===== config.mk =====
export PLATFORM = sky130hd
export DESIGN_NAME = hyper_txn_seq
export DESIGN_NICKNAME = d
export VERILOG_FILES = /design/src/rtl/hyper_txn_seq.sv
export SDC_FILE = /design/constraint.sdc
export NUM_CORES = 1
export LEC_CHECK = 0
export BUFFER_PORTS_ARGS = -buffer_cell sky130_fd_sc_hd__buf_2
export CAP_MARGIN = 40
export CORE_ASPECT_RATIO = 0.5
export CORE_MARGIN = 4
export CORE_UTILIZATION = 53
export DETAILED_ROUTE_END_ITERATION = 7
export GPL_TIMING_DRIVEN = 0
export PLACE_DENSITY_LB_ADDON = 0.3
export SLEW_MARGIN = 10
export SYNTH_ARGS = -nofsm -noshare
export SYNTH_HDL_FRONTEND = slang
export SYNTH_SLANG_ARGS = --single-unit

===== constraint.sdc =====
create_clock -name sys_clk_i -period 2.8 [get_ports sys_clk_i]
set_input_delay 0 -clock sys_clk_i [delete_from_list [all_inputs] [get_ports sys_clk_i]]
set_output_delay 0 -clock sys_clk_i [all_outputs]
set_load 0.05 [all_outputs]

===== src/rtl/hyper_txn_seq.sv =====
// HyperBus-style transaction sequencer: command/address, initial latency, data burst, end.
// One 16-bit DDR word per sys_clk cycle on the PHY side; a read timeout guards against device stalls.
module hyper_txn_seq #(
  parameter int unsigned NB_CS = 2,
  parameter int unsigned LEN_W = 10,
  parameter int unsigned TO_W  = 8,
  localparam int unsigned CS_W = (NB_CS > 1) ? $clog2(NB_CS) : 1
) (
  input  logic             sys_clk_i,
  input  logic             rst_i,
  // Request
  input  logic             req_valid_i,
  output logic             req_ready_o,
  input  logic             req_write_i,
  input  logic [CS_W-1:0]  req_cs_i,
  input  logic [31:0]      req_addr_i,
  input  logic [LEN_W-1:0] req_len_i,
  // Configuration
  input  logic [3:0]       cfg_latency_i,
  input  logic             cfg_fixed_lat_i,
  input  logic [TO_W-1:0]  cfg_timeout_i,
  // Data
  input  logic [15:0]      tx_data_i,
  input  logic             tx_valid_i,
  output logic             tx_ready_o,
  output logic [15:0]      rx_data_o,
  output logic             rx_valid_o,
  // PHY
  output logic [NB_CS-1:0] phy_cs_n_o,
  output logic             phy_ck_en_o,
  output logic [15:0]      phy_dq_o,
  output logic             phy_dq_oe_o,
  output logic [1:0]       phy_rwds_o,
  output logic             phy_rwds_oe_o,
  input  logic             phy_rwds_i,
  input  logic [15:0]      phy_dq_i,
  input  logic             phy_rx_valid_i,
  // Status
  output logic             busy_o,
  output logic             done_o,
  output logic             err_o
);

  typedef enum logic [2:0] {StIdle, StCa, StLat, StData, StEnd} state_e;

  state_e           state_q;
  logic             write_q;
  logic [CS_W-1:0]  cs_q;
  logic [31:0]      addr_q;
  logic [LEN_W-1:0] len_q;
  logic [3:0]       lat_q;
  logic             fixed_q;
  logic [TO_W-1:0]  tmo_q;
  logic             double_q;
  logic [4:0]       phase_q;
  logic [4:0]       lat_cyc_q;
  logic [LEN_W-1:0] words_q;
  logic [TO_W-1:0]  idle_q;
  logic             err_q;
  logic [15:0]      rx_data_q;
  logic             rx_valid_q;

  logic [47:0]      ca_word;
  logic [LEN_W-1:0] words_inc;
  logic [TO_W-1:0]  idle_inc;
  logic             xfer;
  logic [NB_CS-1:0] cs_sel_n;

  assign ca_word   = {~write_q, 1'b0, 1'b1, addr_q[31:3], 13'd0, addr_q[2:0]};
  assign words_inc = words_q + LEN_W'(1);
  assign idle_inc  = idle_q + TO_W'(1);
  assign xfer      = write_q ? tx_valid_i : phy_rx_valid_i;

  always_ff @(posedge sys_clk_i) begin
    if (rst_i) begin
      state_q    <= StIdle;
      write_q    <= 1'b0;
      cs_q       <= '0;
      addr_q     <= '0;
      len_q      <= '0;
      lat_q      <= '0;
      fixed_q    <= 1'b0;
      tmo_q      <= '0;
      double_q   <= 1'b0;
      phase_q    <= '0;
      lat_cyc_q  <= '0;
      words_q    <= '0;
      idle_q     <= '0;
      err_q      <= 1'b0;
      rx_data_q  <= '0;
      rx_valid_q <= 1'b0;
    end else begin
      rx_valid_q <= 1'b0;
      unique case (state_q)
        StIdle: begin
          if (req_valid_i) begin
            write_q  <= req_write_i;
            cs_q     <= req_cs_i;
            addr_q   <= req_addr_i;
            len_q    <= (req_len_i == '0) ? LEN_W'(1) : req_len_i;
            lat_q    <= (cfg_latency_i == 4'd0) ? 4'd1 : cfg_latency_i;
            fixed_q  <= cfg_fixed_lat_i;
            tmo_q    <= cfg_timeout_i;
            double_q <= 1'b0;
            phase_q  <= '0;
            words_q  <= '0;
            idle_q   <= '0;
            err_q    <= 1'b0;
            state_q  <= StCa;
          end
        end
        StCa: begin
          // The device signals its latency requirement on RWDS during the first CA word.
          if (phase_q == 5'd0) begin
            double_q <= fixed_q | phy_rwds_i;
          end
          if (phase_q == 5'd2) begin
            phase_q   <= '0;
            lat_cyc_q <= double_q ? {lat_q, 1'b0} : {1'b0, lat_q};
            state_q   <= StLat;
          end else begin
            phase_q <= phase_q + 5'd1;
          end
        end
        StLat: begin
          if (phase_q == lat_cyc_q - 5'd1) begin
            phase_q <= '0;
            state_q <= StData;
          end else begin
            phase_q <= phase_q + 5'd1;
          end
        end
        StData: begin
          if (xfer) begin
            words_q <= words_inc;
            idle_q  <= '0;
            if (!write_q) begin
              rx_valid_q <= 1'b1;
              rx_data_q  <= phy_dq_i;
            end
            if (words_inc == len_q) begin
              state_q <= StEnd;
            end
          end else if (!write_q && tmo_q != '0) begin
            idle_q <= idle_inc;
            if (idle_inc == tmo_q) begin
              err_q   <= 1'b1;
              state_q <= StEnd;
            end
          end
        end
        StEnd: begin
          state_q <= StIdle;
        end
        default: begin
          state_q <= StIdle;
        end
      endcase
    end
  end

  always_comb begin
    for (int unsigned i = 0; i < NB_CS; i++) begin
      cs_sel_n[i] = (cs_q != CS_W'(i));
    end
  end

  always_comb begin
    phy_cs_n_o    = '1;
    phy_ck_en_o   = 1'b0;
    phy_dq_o      = '0;
    phy_dq_oe_o   = 1'b0;
    phy_rwds_o    = 2'b00;
    phy_rwds_oe_o = 1'b0;
    tx_ready_o    = 1'b0;
    unique case (state_q)
      StCa: begin
        phy_cs_n_o  = cs_sel_n;
        phy_ck_en_o = 1'b1;
        phy_dq_oe_o = 1'b1;
        unique case (phase_q)
          5'd0:    phy_dq_o = ca_word[47:32];
          5'd1:    phy_dq_o = ca_word[31:16];
          default: phy_dq_o = ca_word[15:0];
        endcase
      end
      StLat: begin
        phy_cs_n_o  = cs_sel_n;
        phy_ck_en_o = 1'b1;
      end
      StData: begin
        phy_cs_n_o = cs_sel_n;
        if (write_q) begin
          // A write-side stall freezes the device clock so no word is lost.
          tx_ready_o    = tx_valid_i;
          phy_dq_o      = tx_data_i;
          phy_dq_oe_o   = 1'b1;
          phy_rwds_oe_o = 1'b1;
          phy_ck_en_o   = tx_valid_i;
        end else begin
          phy_ck_en_o = 1'b1;
        end
      end
      default: ;
    endcase
  end

  assign req_ready_o = (state_q == StIdle) && !rst_i;
  assign busy_o      = (state_q != StIdle);
  assign done_o      = (state_q == StEnd);
  assign err_o       = (state_q == StEnd) && err_q;
  assign rx_data_o   = rx_data_q;
  assign rx_valid_o  = rx_valid_q;

endmodule


==> impl_metrics.env, run 1 <==
export IMPL_reg2reg_slack_ns=0.12
export IMPL_route_detailed_vias_per_inst=5.76
export IMPL_first_global_vias=5932
export IMPL_clk_transition_reported_paths_ns=0.07
export IMPL_leading_cell_type_in_the_layout_fill_and_taps_excluded="nand2_1"
export IMPL_wl_per_cell_um=17.4
export IMPL_place_detailed_hpwl_um=11800
export IMPL_number_of_drc_violations_after_detailed_routing=0
export IMPL_standby_leakage_power_nw=3.06
export IMPL_yosysTopAreaCellShare_pct=40.6
export IMPL_track_usage_pct=31.0
export IMPL_vdd_ir_drop_worst_v=0.000338
export IMPL_worst_path_top_cell_family_by_delay="compound AO/OA/AOI/OAI gates"
export IMPL_synthArstFlopShare_pct=0
export IMPL_layout_drive_gt1_share_pct=18.9
export IMPL_synthesis_instances=695
export IMPL_port_buffers=136
export IMPL_core_sq_mm=0.00957
export IMPL_critical_path_slowest_cell="a211oi_1"
export IMPL_yosys_top_cells_area="dfxtp_1 (41%), nand2_1 (11%), a21oi_1 (9.6%)"
export IMPL_final_setup_skew_ns=0.0120
export IMPL_clock_tree_root_cell="clkbuf_16"
export IMPL_yosysWarningCount=0
export IMPL_die_width_um=149
export IMPL_clkLatencyLatePin_ns=0.36
export IMPL_die_area_sq_mm=0.0117
export IMPL_worstPathBufferInverterCount=1
export IMPL_first_pass_iters=8
export IMPL_num_vias=6084
export IMPL_finalWorstPathRequiredPeriod_ns=2.68
export IMPL_timing_hold_violations_final=0
export IMPL_setup_violations=0
export IMPL_maximum_number_of_pins_on_one_net_before_global_route_repair=19
export IMPL_synth_seq_area_share_pct=40.6
export IMPL_end_kind="flip-flop"
export IMPL_drc_violation_total_after_the_first_tritonroute_iteration=570
export IMPL_powerDensity_mw_per_mm2=628
export IMPL_combPwrFrac_pct=31.0
export IMPL_numCtsBuffers=9
export IMPL_cts_sink_count=107
export IMPL_intPower_mw=2.84
export IMPL_starting_density_of_the_core_pct=55.1
export IMPL_gp_routability_congestion=0.935
export IMPL_worst_ep_arrival_time_ns=2.92
export IMPL_power_share_clock_pct=29.2
export IMPL_final_period_utilization_pct=95.6
export IMPL_worstHoldPathType="input pin to flip-flop"
export IMPL_fmax_ghz=0.373
export IMPL_ys_dominant_reg_cell="dfxtp_1"
export IMPL_final_cell_mix="nand2_1 (160), buf_2 (140), dfxtp_1 (107), a21oi_1 (101), dlygate4sd3_1 (73)"
export IMPL_crit_path_kind="flip-flop to flip-flop"
export IMPL_timing_max_transition_violations_final=0
export IMPL_max_cap_viol_count=0
export IMPL_cts_root_to_sink_buffers=2
export IMPL_cpPeakStageDelay_ns=0.78
export IMPL_yosysUniqueCellTypes=61
export IMPL_fp_row_count=25
export IMPL_wl_um=18400
export IMPL_synth_cell_area_sq_mm=0.00527
export IMPL_critPathMaxFanout=8
export IMPL_synth_edf_count=0
export IMPL_wire_length_of_the_first_global_routing_pass_um=29100
export IMPL_rsz0062_at_grt="no"
export IMPL_postSynthAreaPerCell_sq_um=7.58
export IMPL_swShare_pct=36.9
export IMPL_crit_path_start_kind="flip-flop"
export IMPL_drt_antenna_violating_nets=0
export IMPL_number_of_synthesized_register_bits=107
export IMPL_ios=140
export IMPL_outcome="finished, final reports clean"
export IMPL_net_switching_power_mw=1.66
export IMPL_cts_htree_levels=3
export IMPL_final_net_count=1018
export IMPL_final_setup_tns_ns=0
export IMPL_clock_tree_from_tritoncts="done"
export IMPL_crit_required_ns=3.05
export IMPL_crit_path_cell_trace="inv_1 > ha_1 > xor2_1 > and3_1 > a211oi_1 > a211oi_1 > nor2b_1 > a311oi_1 > a41o_1"
export IMPL_timing_slew_headroom_pct=36.9
export IMPL_grt_antenna_before_repair=1
export IMPL_yosys_area_top_type="dfxtp_1"
export IMPL_timing_critical_path_mode_cell="a211oi_1"
export IMPL_die_height_um=78.5
export IMPL_p_seq_share_pct=39.8
export IMPL_globalRouteOverflowTotal=0
export IMPL_syn_to_final_growth_pct=36.0
export IMPL_hold_slack_ns=0.0682
export IMPL_worst_slew_pin_transition_ns=0.940
state kept, by name, summed over array words and instances, names as in the netlist:
| signal | flops |
|---|---|
| words_q | 10 |
| rx_data_o | 16 |
| lat_q | 4 |
| phase_q | 5 |
| addr_q | 32 |
| rx_valid_o | 1 |
| tmo_q | 8 |
| state_q | 3 |
| double_q | 1 |
| len_q | 10 |
| fixed_q | 1 |
| cs_q | 1 |
| lat_cyc_q | 5 |
| idle_q | 8 |
| err_q | 1 |
| write_q | 1 |
per-stage QoR:
| stage | area [sq um] | worst slack (ns) | std cells | total power [mW] | util (%) |
|---|---|---|---|---|---|
| 2_1_floorplan | 5270 | 0.494 | 696 | 2.70 | - |
| 6_report | 7170 | 0.122 | 1057 | 4.50 | 74.9 |
| 3_5_place_dp | 6120 | 0.245 | 967 | 3.08 | 64.0 |
| 3_3_place_gp | 6120 | 0.292 | 967 | 3.05 | 64.0 |
| 4_1_cts | 7150 | 0.0334 | 1056 | 4.45 | 74.7 |
| 5_1_grt | 7170 | 0.0297 | 1057 | 4.68 | 74.9 |
worst reg2reg max path: stages, from the launching register on:
cell and delay [ns]:
dfxtp_1 0.40, inv_1 0.06, ha_1 0.22, xor2_1 0.18
and3_1 0.18, a211oi_1 0.05, a211oi_1 0.78, nor2b_1 0.30
a311oi_1 0.15, a41o_1 0.26
final timing paths:
kind / from / to / depth (start not counted)
max reg2reg: lat_cyc_q[0] / state_q[0] / 9
min: req_len_i[0] / len_q[0] / 3
max: lat_cyc_q[0] / state_q[0] / 9
min reg2reg: addr_q[17] / addr_q[17] / 2
power by group through the flow:
stage / Clock, mW / Sequential, mW / Combinational [mW]
after floorplan: 0 / 1.79 / 0.912
after global placement: 0 / 1.81 / 1.23
after CTS: 1.32 / 1.78 / 1.34
final: 1.31 / 1.79 / 1.40
after global routing: 1.37 / 1.80 / 1.51
after detailed placement: 0 / 1.82 / 1.26
repair_timing:
item	4_1_cts	5_1_grt
resized for setup	0	8
endpoints found under the hold margin	73	0
buffers inserted	0	0
hold buffers	73	0
setup endpoints to repair	0	15
synthesized netlist by cell type (2+ instances only):
cell type and count:
nand2_1 160, dfxtp_1 107, a21oi_1 101, nor2_1 46
clkbuf_1 39, o21ai_0 21, inv_1 20, xnor2_1 16
nand3_1 15, nor3_1 15, xor2_1 12, a211oi_1 11
a222oi_1 10, and3_1 10, a31oi_1 7, ha_1 7
nand3b_1 7, mux2i_1 6, nor3b_1 6, or3_1 6
and2_1 5, nor4_1 5, a21o_1 4, a22o_1 4
buf_2 4, o2111ai_1 4, buf_1 3, buf_4 3
nor2b_1 3, a22oi_1 2, and3_2 2, nand2b_1 2
o31ai_1 2, or2_2 2, or4_1 2
layer usage:
layer | wire (um) | global-route usage (%) | vias to the layer above
met5 | 0 | 0 | -
met3 | 1840 | 9.00 | 70
met2 | 8730 | 52.5 | 363
met1 | 7270 | 37.1 | 2809
li1 | - | - | 2842
met4 | 578 | 12.9 | 0
layout make-up:
class,count,area (sq um)
multi-input combinational,519,2860
sequential,107,2140
clock buffer,10,229
fill,719,2400
inverter,20,75.1
timing repair buffer,209,1410
tap,135,169
clock inverter,6,71.3
buffer,50,209
antenna,1,2.50
cells by family (layout without fill, tap and decap cells):
logic type / Yosys count / after routing / share of synthesized area [%]
buf+inv: 70 / 295 / 5.32
other cells: 1 / 3 / 0.0712
simple gates: 298 / 298 / 26.0
mux: 6 / 6 / 1.14
flops: 107 / 107 / 40.6
fa+ha+maj: 7 / 7 / 1.66
xor+xnor: 28 / 28 / 4.65
compound gates: 178 / 178 / 20.5
No activity file was read; power rests on OpenSTA's default activity.
==> run 2, diff against run 1 <==
--- a/config.mk
+++ b/config.mk
@@ -5,7 +5,7 @@
 export SDC_FILE = /design/constraint.sdc
 export NUM_CORES = 1
 export LEC_CHECK = 0
-export BUFFER_PORTS_ARGS = -buffer_cell sky130_fd_sc_hd__buf_2
+export BUFFER_PORTS_ARGS = -buffer_cell sky130_fd_sc_hd__clkbuf_2
 export CAP_MARGIN = 40
 export CORE_ASPECT_RATIO = 0.5
 export CORE_MARGIN = 4
==> impl_metrics.env, run 2 (same netlist as run 1, synthesis figures left out) <==
export IMPL_maximum_number_of_pins_on_one_net_before_global_route_repair=20
export IMPL_first_pass_iters=6
export IMPL_end_kind="output pin"
export IMPL_timing_hold_violations_final=0
export IMPL_max_cap_viol_count=0
export IMPL_outcome="finished, final reports clean"
export IMPL_clkLatencyLatePin_ns=0.35
export IMPL_final_setup_skew_ns=0.00785
export IMPL_drc_violation_total_after_the_first_tritonroute_iteration=535
export IMPL_crit_path_kind="flip-flop to output pin"
export IMPL_route_detailed_vias_per_inst=5.77
export IMPL_fmax_ghz=0.380
export IMPL_fillerInstances=702
export IMPL_rsz0062_at_grt="no"
export IMPL_die_area_sq_mm=0.0117
export IMPL_leading_cell_type_in_the_layout_fill_and_taps_excluded="nand2_1"
export IMPL_critPathMaxFanout=10
export IMPL_setup_violations=0
export IMPL_place_detailed_hpwl_um=11700
export IMPL_largest_register_ff_count=32
export IMPL_syn_to_final_growth_pct=35.8
export IMPL_hold_slack_ns=0.0463
export IMPL_cpPeakStageDelay_ns=0.47
export IMPL_starting_density_of_the_core_pct=55.1
export IMPL_worst_ep_arrival_time_ns=2.63
export IMPL_port_buffers=136
export IMPL_die_width_um=149
export IMPL_cts_sink_count=107
export IMPL_critical_path_slowest_cell="dfxtp_1"
export IMPL_grt_antenna_before_repair=0
export IMPL_worst_slew_pin_transition_ns=0.880
export IMPL_cts_htree_levels=3
export IMPL_vdd_ir_drop_worst_v=0.000339
export IMPL_timing_slew_headroom_pct=41.0
export IMPL_fp_row_count=25
export IMPL_numCtsBuffers=9
export IMPL_globalRouteOverflowTotal=0
export IMPL_wl_per_cell_um=17.2
export IMPL_finalWorstPathRequiredPeriod_ns=2.63
export IMPL_layoutNonFillerInstCount=1057
export IMPL_final_setup_tns_ns=0
export IMPL_number_of_drc_violations_after_detailed_routing=0
export IMPL_core_sq_mm=0.00957
export IMPL_clock_tree_root_cell="clkbuf_16"
export IMPL_layout_drive_gt1_share_pct=18.9
export IMPL_first_global_vias=5903
export IMPL_die_height_um=78.5
export IMPL_clock_tree_from_tritoncts="done"
export IMPL_crit_path_cell_trace="inv_1 > ha_1 > and2_1 > clkbuf_1 > and2_1 > clkbuf_2 > a222oi_1 > inv_1 > clkbuf_2"
export IMPL_post_place_cells=967
export IMPL_timing_max_transition_violations_final=0
export IMPL_ios=140
export IMPL_gp_routability_congestion=0.932
export IMPL_wire_length_of_the_first_global_routing_pass_um=29000
export IMPL_num_vias=6096
export IMPL_standby_leakage_power_nw=3.05
export IMPL_clk_transition_reported_paths_ns=0.08
export IMPL_final_cell_mix="nand2_1 (160), clkbuf_2 (140), dfxtp_1 (107), a21oi_1 (101), dlygate4sd3_1 (73)"
export IMPL_crit_required_ns=2.80
export IMPL_drt_antenna_violating_nets=0
export IMPL_worstHoldPathType="input pin to flip-flop"
export IMPL_track_usage_pct=30.8
export IMPL_cts_root_to_sink_buffers=2
export IMPL_registers_top_by_ff_count="addr_q"
export IMPL_crit_path_start_kind="flip-flop"
export IMPL_wl_um=18200
export IMPL_final_period_utilization_pct=94.1
export IMPL_final_net_count=1018
export IMPL_powerDensity_mw_per_mm2=622
[run 2: cell type report]
cell class                      instances  area, sq um  area share (%)
Buffer                                 50          209            2.92
Timing Repair Buffer                  209         1410            19.7
Tap cell                              135          169            2.36
Clock buffer                           10          239            3.34
Clock inverter                          6         56.3           0.787
Sequential cell                       107         2140            29.9
Inverter                               20         75.1            1.05
Multi-Input combinational cell        519         2850            39.9
Antenna cell                            1         2.50          0.0350
[run 2: worst paths after layout]
kind                      from          end  slack (ns)  depth (start not counted)
setup reg to reg     idle_q[0]   state_q[1]        0.18                          8
setup / recovery    phase_q[0]  phy_dq_o[5]        0.17                          9
hold reg to reg     addr_q[17]   addr_q[17]        0.46                          2
hold / removal    req_len_i[0]     len_q[0]        0.05                          3
[run 2: worst max-delay path, delay by kind of cell (launching register included)]
| family | cells | cell delay (ns) |
|---|---|---|
| buffers and inverters | 5 | 0.87 |
| flip-flops | 1 | 0.47 |
| AND/OR/NAND/NOR | 2 | 0.37 |
| AO/OA/AOI/OAI | 1 | 0.37 |
| adder cells (fa/ha/maj) | 1 | 0.20 |
[run 2: where the power goes]
part,internal (mW),switching (mW)
clock network,0.650,0.629
registers,1.67,0.125
logic,0.467,0.918
total,2.78,1.67
[run 2: metal layers]
metal / wire length, um / GRT usage, %
met1: 7220 / 36.9
met2: 8650 / 52.8
met3: 1750 / 8.42
met4: 575 / 12.4
met5: 0 / 0
[run 2: through the flow]
step | setup slack (ns) | instance area, sq um | power, mW | util (%)
2_1_floorplan | 0.494 | 5270 | 2.70 | -
3_3_place_gp | 0.301 | 6120 | 3.05 | 64.0
3_5_place_dp | 0.282 | 6120 | 3.07 | 64.0
4_1_cts | 0.0116 | 7150 | 4.41 | 74.7
5_1_grt | 0.0113 | 7160 | 4.66 | 74.8
6_report | 0.166 | 7160 | 4.46 | 74.8
[run 2: timing repair]
item	4_1_cts	5_1_grt
buffers inserted	0	0
hold buffers	73	0
hold endpoints to repair	73	0
gates resized for setup	0	7
endpoints found under the setup margin	0	14
